File: src/rtl/mux_operand_sequencer_pkg.sv
// Shared types and defaults for the mux operand sequencer: FSM state encoding,
// default operand width and phase dwell length.
package mux_seq_pkg;

  typedef enum logic [1:0] {
    ST_IDLE      = 2'd0,
    ST_PHASE_A   = 2'd1,
    ST_PHASE_B   = 2'd2,
    ST_PHASE_OFF = 2'd3
  } seq_state_t;

  localparam int DEF_WIDTH = 4;
  localparam int DEF_DWELL = 5;

  // One spare bit above what DWELL-1 needs so the saturating count never wraps.
  function automatic int cnt_width(input int dwell);
    return $clog2(dwell) + 1;
  endfunction

endpackage

File: src/rtl/mux_operand_sequencer_if.sv
// Operand handshake plus mux-facing drive signals of the sequencer.
// The slave modport is the sequencer, the master modport is its environment.
interface mux_operand_sequencer_if #(
  parameter int WIDTH = mux_seq_pkg::DEF_WIDTH
);
  logic             in_valid;
  logic             in_ready;
  logic [WIDTH-1:0] in_a;
  logic [WIDTH-1:0] in_b;
  logic [WIDTH-1:0] mux_a;
  logic [WIDTH-1:0] mux_b;
  logic             mux_s;
  logic             mux_e;
  logic             busy;
  logic             done;

  modport slave (
    input  in_valid, in_a, in_b,
    output in_ready, mux_a, mux_b, mux_s, mux_e, busy, done
  );

  modport master (
    output in_valid, in_a, in_b,
    input  in_ready, mux_a, mux_b, mux_s, mux_e, busy, done
  );
endinterface

File: src/rtl/mux_operand_sequencer_dwell_counter.sv
// Saturating per-phase cycle counter; terminal marks the last cycle of a phase.
module dwell_counter
  import mux_seq_pkg::*;
#(
  parameter int DWELL = DEF_DWELL
) (
  input  logic clk,
  input  logic rst,
  input  logic clear,
  output logic terminal
);

  localparam int            CW   = cnt_width(DWELL);
  localparam logic [CW-1:0] LAST = CW'(DWELL - 1);

  logic [CW-1:0] r_cnt;

  // Holds at LAST while idle so the count can never wrap.
  always_ff @(posedge clk) begin
    if (rst || clear) begin
      r_cnt <= '0;
    end else if (r_cnt != LAST) begin
      r_cnt <= r_cnt + CW'(1);
    end
  end

  assign terminal = (r_cnt == LAST);

endmodule

File: src/rtl/mux_operand_sequencer.sv
// Plays accepted A/B operand pairs onto a quad 2-to-1 mux as show-A, show-B,
// disabled phases, with a one-deep pending buffer for back-to-back pairs.
module mux_operand_sequencer
  import mux_seq_pkg::*;
#(
  parameter int WIDTH = DEF_WIDTH,
  parameter int DWELL = DEF_DWELL
) (
  input logic                   clk,
  input logic                   rst,
  mux_operand_sequencer_if.slave sq
);

  if (DWELL < 1) begin : g_bad_dwell
    $error("DWELL must be at least 1");
  end

  seq_state_t       r_state;
  logic [WIDTH-1:0] r_act_a;
  logic [WIDTH-1:0] r_act_b;
  logic [WIDTH-1:0] r_pend_a;
  logic [WIDTH-1:0] r_pend_b;
  logic             r_pend_vld;

  logic w_ready;
  logic w_hs;
  logic w_terminal;
  logic w_clear;

  assign w_ready = ~r_pend_vld & ~rst;
  assign w_hs    = sq.in_valid & w_ready;

  // Every phase end is a state entry (OFF->A included); from IDLE only a handshake is.
  assign w_clear = (r_state == ST_IDLE) ? w_hs : w_terminal;

  dwell_counter #(
    .DWELL(DWELL)
  ) u_dwell (
    .clk     (clk),
    .rst     (rst),
    .clear   (w_clear),
    .terminal(w_terminal)
  );

  always_ff @(posedge clk) begin
    if (rst) begin
      r_state    <= ST_IDLE;
      r_act_a    <= '0;
      r_act_b    <= '0;
      r_pend_vld <= 1'b0;
    end else begin
      case (r_state)
        ST_IDLE: begin
          if (w_hs) begin
            r_act_a <= sq.in_a;
            r_act_b <= sq.in_b;
            r_state <= ST_PHASE_A;
          end
        end
        ST_PHASE_A, ST_PHASE_B: begin
          if (w_hs) begin
            r_pend_a   <= sq.in_a;
            r_pend_b   <= sq.in_b;
            r_pend_vld <= 1'b1;
          end
          if (w_terminal) begin
            r_state <= (r_state == ST_PHASE_A) ? ST_PHASE_B : ST_PHASE_OFF;
          end
        end
        ST_PHASE_OFF: begin
          if (w_terminal) begin
            // Pending pair wins; otherwise a same-cycle offer bypasses the buffer.
            if (r_pend_vld) begin
              r_act_a    <= r_pend_a;
              r_act_b    <= r_pend_b;
              r_pend_vld <= 1'b0;
              r_state    <= ST_PHASE_A;
            end else if (w_hs) begin
              r_act_a <= sq.in_a;
              r_act_b <= sq.in_b;
              r_state <= ST_PHASE_A;
            end else begin
              r_state <= ST_IDLE;
            end
          end else if (w_hs) begin
            r_pend_a   <= sq.in_a;
            r_pend_b   <= sq.in_b;
            r_pend_vld <= 1'b1;
          end
        end
        default: r_state <= ST_IDLE;
      endcase
    end
  end

  assign sq.in_ready = w_ready;
  assign sq.mux_a    = r_act_a;
  assign sq.mux_b    = r_act_b;
  assign sq.mux_e    = (r_state == ST_PHASE_A) || (r_state == ST_PHASE_B);
  assign sq.mux_s    = (r_state == ST_PHASE_B);
  assign sq.busy     = (r_state != ST_IDLE);
  assign sq.done     = (r_state == ST_PHASE_OFF) && w_terminal && !rst;

endmodule

File: src/flat_wrapper.sv
// flat-port wrapper written by rule: the top's interface ports become plain ports
module mux_operand_sequencer_flat import mux_seq_pkg::*;
#(
  parameter int WIDTH = DEF_WIDTH,
  parameter int DWELL = DEF_DWELL
)
  (clk, rst, sq_in_valid, sq_in_a, sq_in_b, sq_in_ready, sq_mux_a, sq_mux_b, sq_mux_s, sq_mux_e, sq_busy, sq_done);
  mux_operand_sequencer_if #(.WIDTH(WIDTH)) sq_i ();
  input logic clk;
  input logic rst;
  input wire logic [$bits(sq_i.in_valid)-1:0] sq_in_valid;
  input wire logic [$bits(sq_i.in_a)-1:0] sq_in_a;
  input wire logic [$bits(sq_i.in_b)-1:0] sq_in_b;
  output wire logic [$bits(sq_i.in_ready)-1:0] sq_in_ready;
  output wire logic [$bits(sq_i.mux_a)-1:0] sq_mux_a;
  output wire logic [$bits(sq_i.mux_b)-1:0] sq_mux_b;
  output wire logic [$bits(sq_i.mux_s)-1:0] sq_mux_s;
  output wire logic [$bits(sq_i.mux_e)-1:0] sq_mux_e;
  output wire logic [$bits(sq_i.busy)-1:0] sq_busy;
  output wire logic [$bits(sq_i.done)-1:0] sq_done;
  assign sq_i.in_valid = sq_in_valid;
  assign sq_i.in_a = sq_in_a;
  assign sq_i.in_b = sq_in_b;
  assign sq_in_ready = sq_i.in_ready;
  assign sq_mux_a = sq_i.mux_a;
  assign sq_mux_b = sq_i.mux_b;
  assign sq_mux_s = sq_i.mux_s;
  assign sq_mux_e = sq_i.mux_e;
  assign sq_busy = sq_i.busy;
  assign sq_done = sq_i.done;
  mux_operand_sequencer #(.WIDTH(WIDTH), .DWELL(DWELL)) u_core (.clk(clk), .rst(rst), .sq(sq_i));
endmodule
File: config.mk
export PLATFORM = sky130hd
export DESIGN_NAME = mux_operand_sequencer_flat
export DESIGN_NICKNAME = d
export VERILOG_FILES = /design/src/rtl/mux_operand_sequencer_pkg.sv /design/src/rtl/mux_operand_sequencer_if.sv /design/src/rtl/mux_operand_sequencer_dwell_counter.sv /design/src/rtl/mux_operand_sequencer.sv /design/src/flat_wrapper.sv
export SDC_FILE = /design/constraint.sdc
export NUM_CORES = 1
export LEC_CHECK = 0
export BUFFER_PORTS_ARGS = -buffer_cell sky130_fd_sc_hd__buf_2
export CAP_MARGIN = 20
export CORE_UTILIZATION = 52
export DETAILED_ROUTE_END_ITERATION = 10
export PLACE_DENSITY = 0.85
export SKIP_CTS_REPAIR_TIMING = 1
export SLEW_MARGIN = 20
export SYNTH_ARGS = -nofsm -noshare
export SYNTH_HDL_FRONTEND = slang
export SYNTH_HIERARCHICAL = 1
export SYNTH_SLANG_ARGS = --single-unit
File: constraint.sdc
create_clock -name clk -period 2.4 [get_ports clk]
set_input_delay 0.48 -clock clk [delete_from_list [all_inputs] [get_ports clk]]
set_output_delay 0.48 -clock clk [all_outputs]
set_load 0.05 [all_outputs]
==> out/qor.csv, run 1 <==
metric;value;unit
drive_gt1_frac;0.294;
ys_warn_count;6;
cap_violations;0;
required;1920;ps
dp_cells;159;
clock_path_buffers;2;
wl;2.17;mm
io_pins;24;
rsz0062_at_grt;false;
finalPower;1.51;mW
critical-path-slowest-cell;dfxtp_1;
swShare;0.461;
power_frac_seq;0.375;
cts.sinks;23;
num-nets-final;153;
power.leakage;0.552;nW
antenna_found_initial;0;
worstSetupPathType;reg -> out;
crit_fanout;6;
async_flop_share;0;
synthTopCellsByArea;dfxtp_1, edfxtp_1, ha_1;
h-tree-depth;1;
cts_tree;yes;
cpLargestDelayFamily;simple AND/OR/NAND/NOR gates;
clkSlewWorstSetupHoldPaths;130;ps
clock_latency;310;ps
gr-usage-all-layers;0.193;
core-area;2000;um^2
hold_ws;350;ps
drt_iter0_drc;15;
cts_made_buffers;3;
die_area;2370;um^2
place_ws;431;ps
port-buffer-count;23;
p_per_area;1150;nW/um^2
finalClockSkew;6.81;ps
area_growth;15.6;%
layout_min_cycle_time;2230;ps
ant_nets;0;
cp_slowest_stage_delay;370;ps
p_int;0.814;mW
seq_area_frac_synth;0.477;
routedWlPerCell;13.3;um
status;finished, final reports clean;
avgSynthCellArea;10.3;um^2
overflow;0;
synth_most_common_cell;dfxtp_1;
layout_setup_ws;175;ps
max_slew.worst_pin.slew;600;ps
yosys.area.top_type;dfxtp_1;
n_fill_cell;158;
grt_pass1_wl;3.50;mm
syn_nets;126;
clock.fmax;449;MHz
netlist_instances;110;
clkPwrFrac;0.118;
grt_pass1_vias;821;
vias_per_cell;5.37;
path_buf_inv;2;
syn-cell-area;1130;um^2
place_area;1280;um^2
path_cells;inv_1 -> ha_1 -> and3b_2 -> nand2_1 -> nor2_1 -> buf_2;
crit_arrival;1750;ps
tns;0;ps
synth-edff-count;8;
fin_util;0.654;
slew_viol_final;0;
relSlewSlack;0.599;
netlist-cell-type-count;32;
pwr-share-comb;0.507;
ys.flop_type;dfxtp_1;
fin_crit_sh;0.927;
finalHoldViolCount;0;
die_h;48.7;um
instances_no_fill;163;
drtPass1Iterations;4;
final_cell_area;1310;um^2
cts_root_buf;clkbuf_4;
start_util;0.566;
vias;876;
synth_commonest_cells;dfxtp_1, nor2_1, nand2_1, edfxtp_1, nand3_1;
num_rows;16;
setup_viol;0;
die_x;48.7;um
synth_top_area_share;0.265;
critPathLaunchType;register;
grt_max_degree;17;
end_kind;output pin;
peakVddDrop;0.000586;V
drc;0;
hp-class;in -> reg;
antennaDiodeCount;0;
dpl.hpwl;1.58;mm
switching_power;0.695;mW
gp_congestion;0.854;
synth_seq_cells;23;
## routing by layer
metal / vias up / GRT usage / share of wire
met5: - / 0 / 0
met2: 25 / 0.324 / 0.49
met4: 0 / 0.108 / 0.015
met3: 4 / 0.0189 / 0.030
li1: 443 / - / -
met1: 404 / 0.240 / 0.46
## logic make-up (layout without fill, tap and decap cells)
kind of cell    after synthesis  after routing  share of synthesized area
buf+inv                      12             38                     0.0530
simple gates                 46             46                      0.204
fa+ha+maj                     5              5                     0.0552
flops                        23             23                      0.477
xor+xnor                      1              1                    0.00774
mux                           4              4                     0.0453
compound gates               19             19                      0.157
## state kept, by name (all words and copies together) (netlist names)
| register | count |
|---|---|
| u_core/r_pend_a | 4 |
| u_core/r_pend_b | 4 |
| u_core/r_pend_vld | 1 |
| u_core/r_state | 2 |
| u_core/sq.mux_a | 4 |
| u_core/sq.mux_b | 4 |
| u_core/u_dwell/r_cnt | 4 |
## power groups by stage
stage / clock (mW) / sequential, mW / combinational [mW]
2_1_floorplan: 0 / 0.695 / 0.496
3_3_place_gp: 0 / 0.569 / 0.741
3_5_place_dp: 0 / 0.575 / 0.762
4_1_cts: 0.187 / 0.565 / 0.765
5_1_grt: 0.200 / 0.580 / 0.817
6_report: 0.178 / 0.566 / 0.765
## area by class of cell
class / instances / area, um^2 / share of cell area
inverters: 7 / 26.3 / 0.0201
multi-input cells: 75 / 533 / 0.407
clock buffers: 3 / 22.5 / 0.0172
flip-flops and latches: 23 / 541 / 0.413
well taps: 27 / 33.8 / 0.0258
repair buffers: 27 / 145 / 0.111
clock inverters: 1 / 7.51 / 0.00574
## worst paths after layout
kind                           startpoint            endpoint  slack (ps)  cells after the start
setup / recovery  u_core/u_dwell/r_cnt[0]             sq_done         170                      6
hold / removal                 sq_in_b[0]  u_core/r_pend_b[0]         350                      1
setup reg to reg  u_core/u_dwell/r_cnt[0]  u_core/sq.mux_b[3]         490                      7
hold reg to reg        u_core/sq.mux_b[2]  u_core/sq.mux_b[2]         520                      2
## worst reg2reg max path, delay by kind of cell, from the launching register on
family	cells	cell delay [ps]
fa+ha+maj	1	160
buf+inv	1	70
flops	1	370
compound gates	2	680
simple gates	3	550
## cell usage in the layout (no fill, tap or decap), drive strengths merged
cell | netlist | final
and3b | 1 | 1
or3b | 2 | 2
a21oi | 2 | 2
nor3 | 2 | 2
o2bb2ai | 1 | 1
nand2 | 10 | 10
clkbuf | 2 | 3
mux2 | 3 | 3
nand2b | 1 | 1
nor2 | 14 | 14
nor3b | 5 | 5
mux2i | 1 | 1
buf | 3 | 27
clkinvlp | 0 | 1
nor2b | 1 | 1
edfxtp | 8 | 8
o21ai | 3 | 3
xor2 | 1 | 1
and3 | 1 | 1
a31oi | 1 | 1
ha | 5 | 5
o22a | 1 | 1
a311oi | 7 | 7
inv | 7 | 7
nor4 | 1 | 1
o21a | 3 | 3
a2bb2oi | 1 | 1
dfxtp | 15 | 15
nand3 | 8 | 8
Note: power is estimated with default switching activity, not from simulation.
==> run 2, diff against run 1 <==
MAX_ROUTING_LAYER = met4   (was not set)
RECOVER_POWER = 25   (was not set)
==> out/qor.csv, run 2 (same netlist as run 1, synthesis figures left out) <==
metric;value;unit
status;finished, final reports clean;
reg2regPathDepth;7;
route.met3.wl;67;um
die_area;2370;um^2
die_h;48.7;um
wl;2.17;mm
gr-usage-all-layers;0.198;
peakVddDrop;0.000589;V
num_rows;16;
cts_tree;yes;
setup_viol;0;
port-buffer-count;23;
tns;0;ps
gp_congestion;0.868;
final_cell_area;1300;um^2
max_slew.worst_pin.slew;593;ps
dpl.hpwl;1.58;mm
crit_arrival;1750;ps
die_x;48.7;um
drive_gt1_frac;0.265;
clock.fmax;449;MHz
vias_per_cell;5.39;
relSlewSlack;0.606;
multi_input_area;533;um^2
hold_ws;349;ps
clock_latency;310;ps
worstReg2RegStart;u_core/u_dwell/r_cnt[0];
layout_common_cells;buf_2, dfxtp_1, nor2_1, nand2_1;
antenna_found_initial;0;
area_growth;15.1;%
power.leakage;0.538;nW
p_per_area;1160;nW/um^2
worstSetupPathType;reg -> out;
fin_crit_sh;0.928;
r2r_end;u_core/sq.mux_b[3];
clkSlewWorstSetupHoldPaths;130;ps
n_fill_cell;162;
vias;879;
drtPass1Iterations;4;
clock_path_buffers;2;
layout_min_cycle_time;2230;ps
critPathLaunchType;register;
cts_made_buffers;3;
rsz0062_at_grt;false;
start_util;0.566;
wl_met1;975;um
overflow;0;
grt_pass1_vias;821;
core-area;2000;um^2
h-tree-depth;1;
crit_fanout;6;
min_to;u_core/r_pend_b[0];
required;1920;ps
hold_start;sq_in_b[0];
routedWlPerCell;13.3;um
io_pins;24;
finalPower;1.51;mW
place_area;1280;um^2
regArea;541;um^2
cts.sinks;23;
wl_met2;1.10;mm
drt_iter0_drc;15;
final_common_cell;buf_2;
ant_nets;0;
finalHoldViolCount;0;
grt_pass1_wl;3.50;mm
grt_max_degree;17;
whs_path_depth;1;
finalClockSkew;7.21;ps
dp_cells;159;
hp-class;in -> reg;
antennaDiodeCount;0;
slew_viol_final;0;
num-nets-final;153;
end_kind;output pin;
drc;0;
rrSetupSlack;500;ps
dr.max_layer_used;met4;
cap_violations;0;
instances_no_fill;163;
cts_root_buf;clkbuf_4;
## run 2: worst max-delay path: stages (launching register included)
cell     delay, ps
dfxtp_1        370
inv_1           70
ha_1           160
and3b_2        280
nand2_1        170
nor2_1         120
buf_2          270
## run 2: where the power goes
part,switching [mW],internal (mW),total [mW]
registers,0.0721,0.494,0.566
clock network,0.116,0.0635,0.180
logic,0.509,0.252,0.761
total,0.698,0.809,1.51
## run 2: worst max-delay path by stage
| stage | to | slack, ps | startpoint |
|---|---|---|---|
| 2_1_floorplan | u_core/r_pend_a[0] | 220 | u_core/r_state[1] |
| 3_3_place_gp | sq_done | 450 | u_core/u_dwell/r_cnt[0] |
| 3_5_place_dp | sq_done | 430 | u_core/u_dwell/r_cnt[0] |
| 4_1_cts | sq_done | 70 | u_core/u_dwell/r_cnt[0] |
| 5_1_grt | sq_done | 70 | u_core/u_dwell/r_cnt[0] |
| 6_report | sq_done | 170 | u_core/u_dwell/r_cnt[0] |
## run 2: routing by layer
layer / vias to the layer above / track usage
li1: 442 / -
met1: 407 / 0.240
met2: 24 / 0.324
met3: 6 / 0.0189
met4: 0 / 0.108
met5: - / -
## run 2: layout make-up
| cell class | count | share of cell area |
|---|---|---|
| inverters | 7 | 0.0202 |
| clock buffers | 3 | 0.0173 |
| clock inverters | 1 | 0.00576 |
| repair buffers | 27 | 0.107 |
| well taps | 27 | 0.0259 |
| multi-input cells | 75 | 0.409 |
| flip-flops and latches | 23 | 0.415 |
## run 2: per-stage QoR
step,setup WS [ps],utilization
after global routing,74.7,0.651
after CTS,68.1,0.653
final,173,0.651
after global placement,452,0.638
after detailed placement,431,0.638
after floorplan,224,-
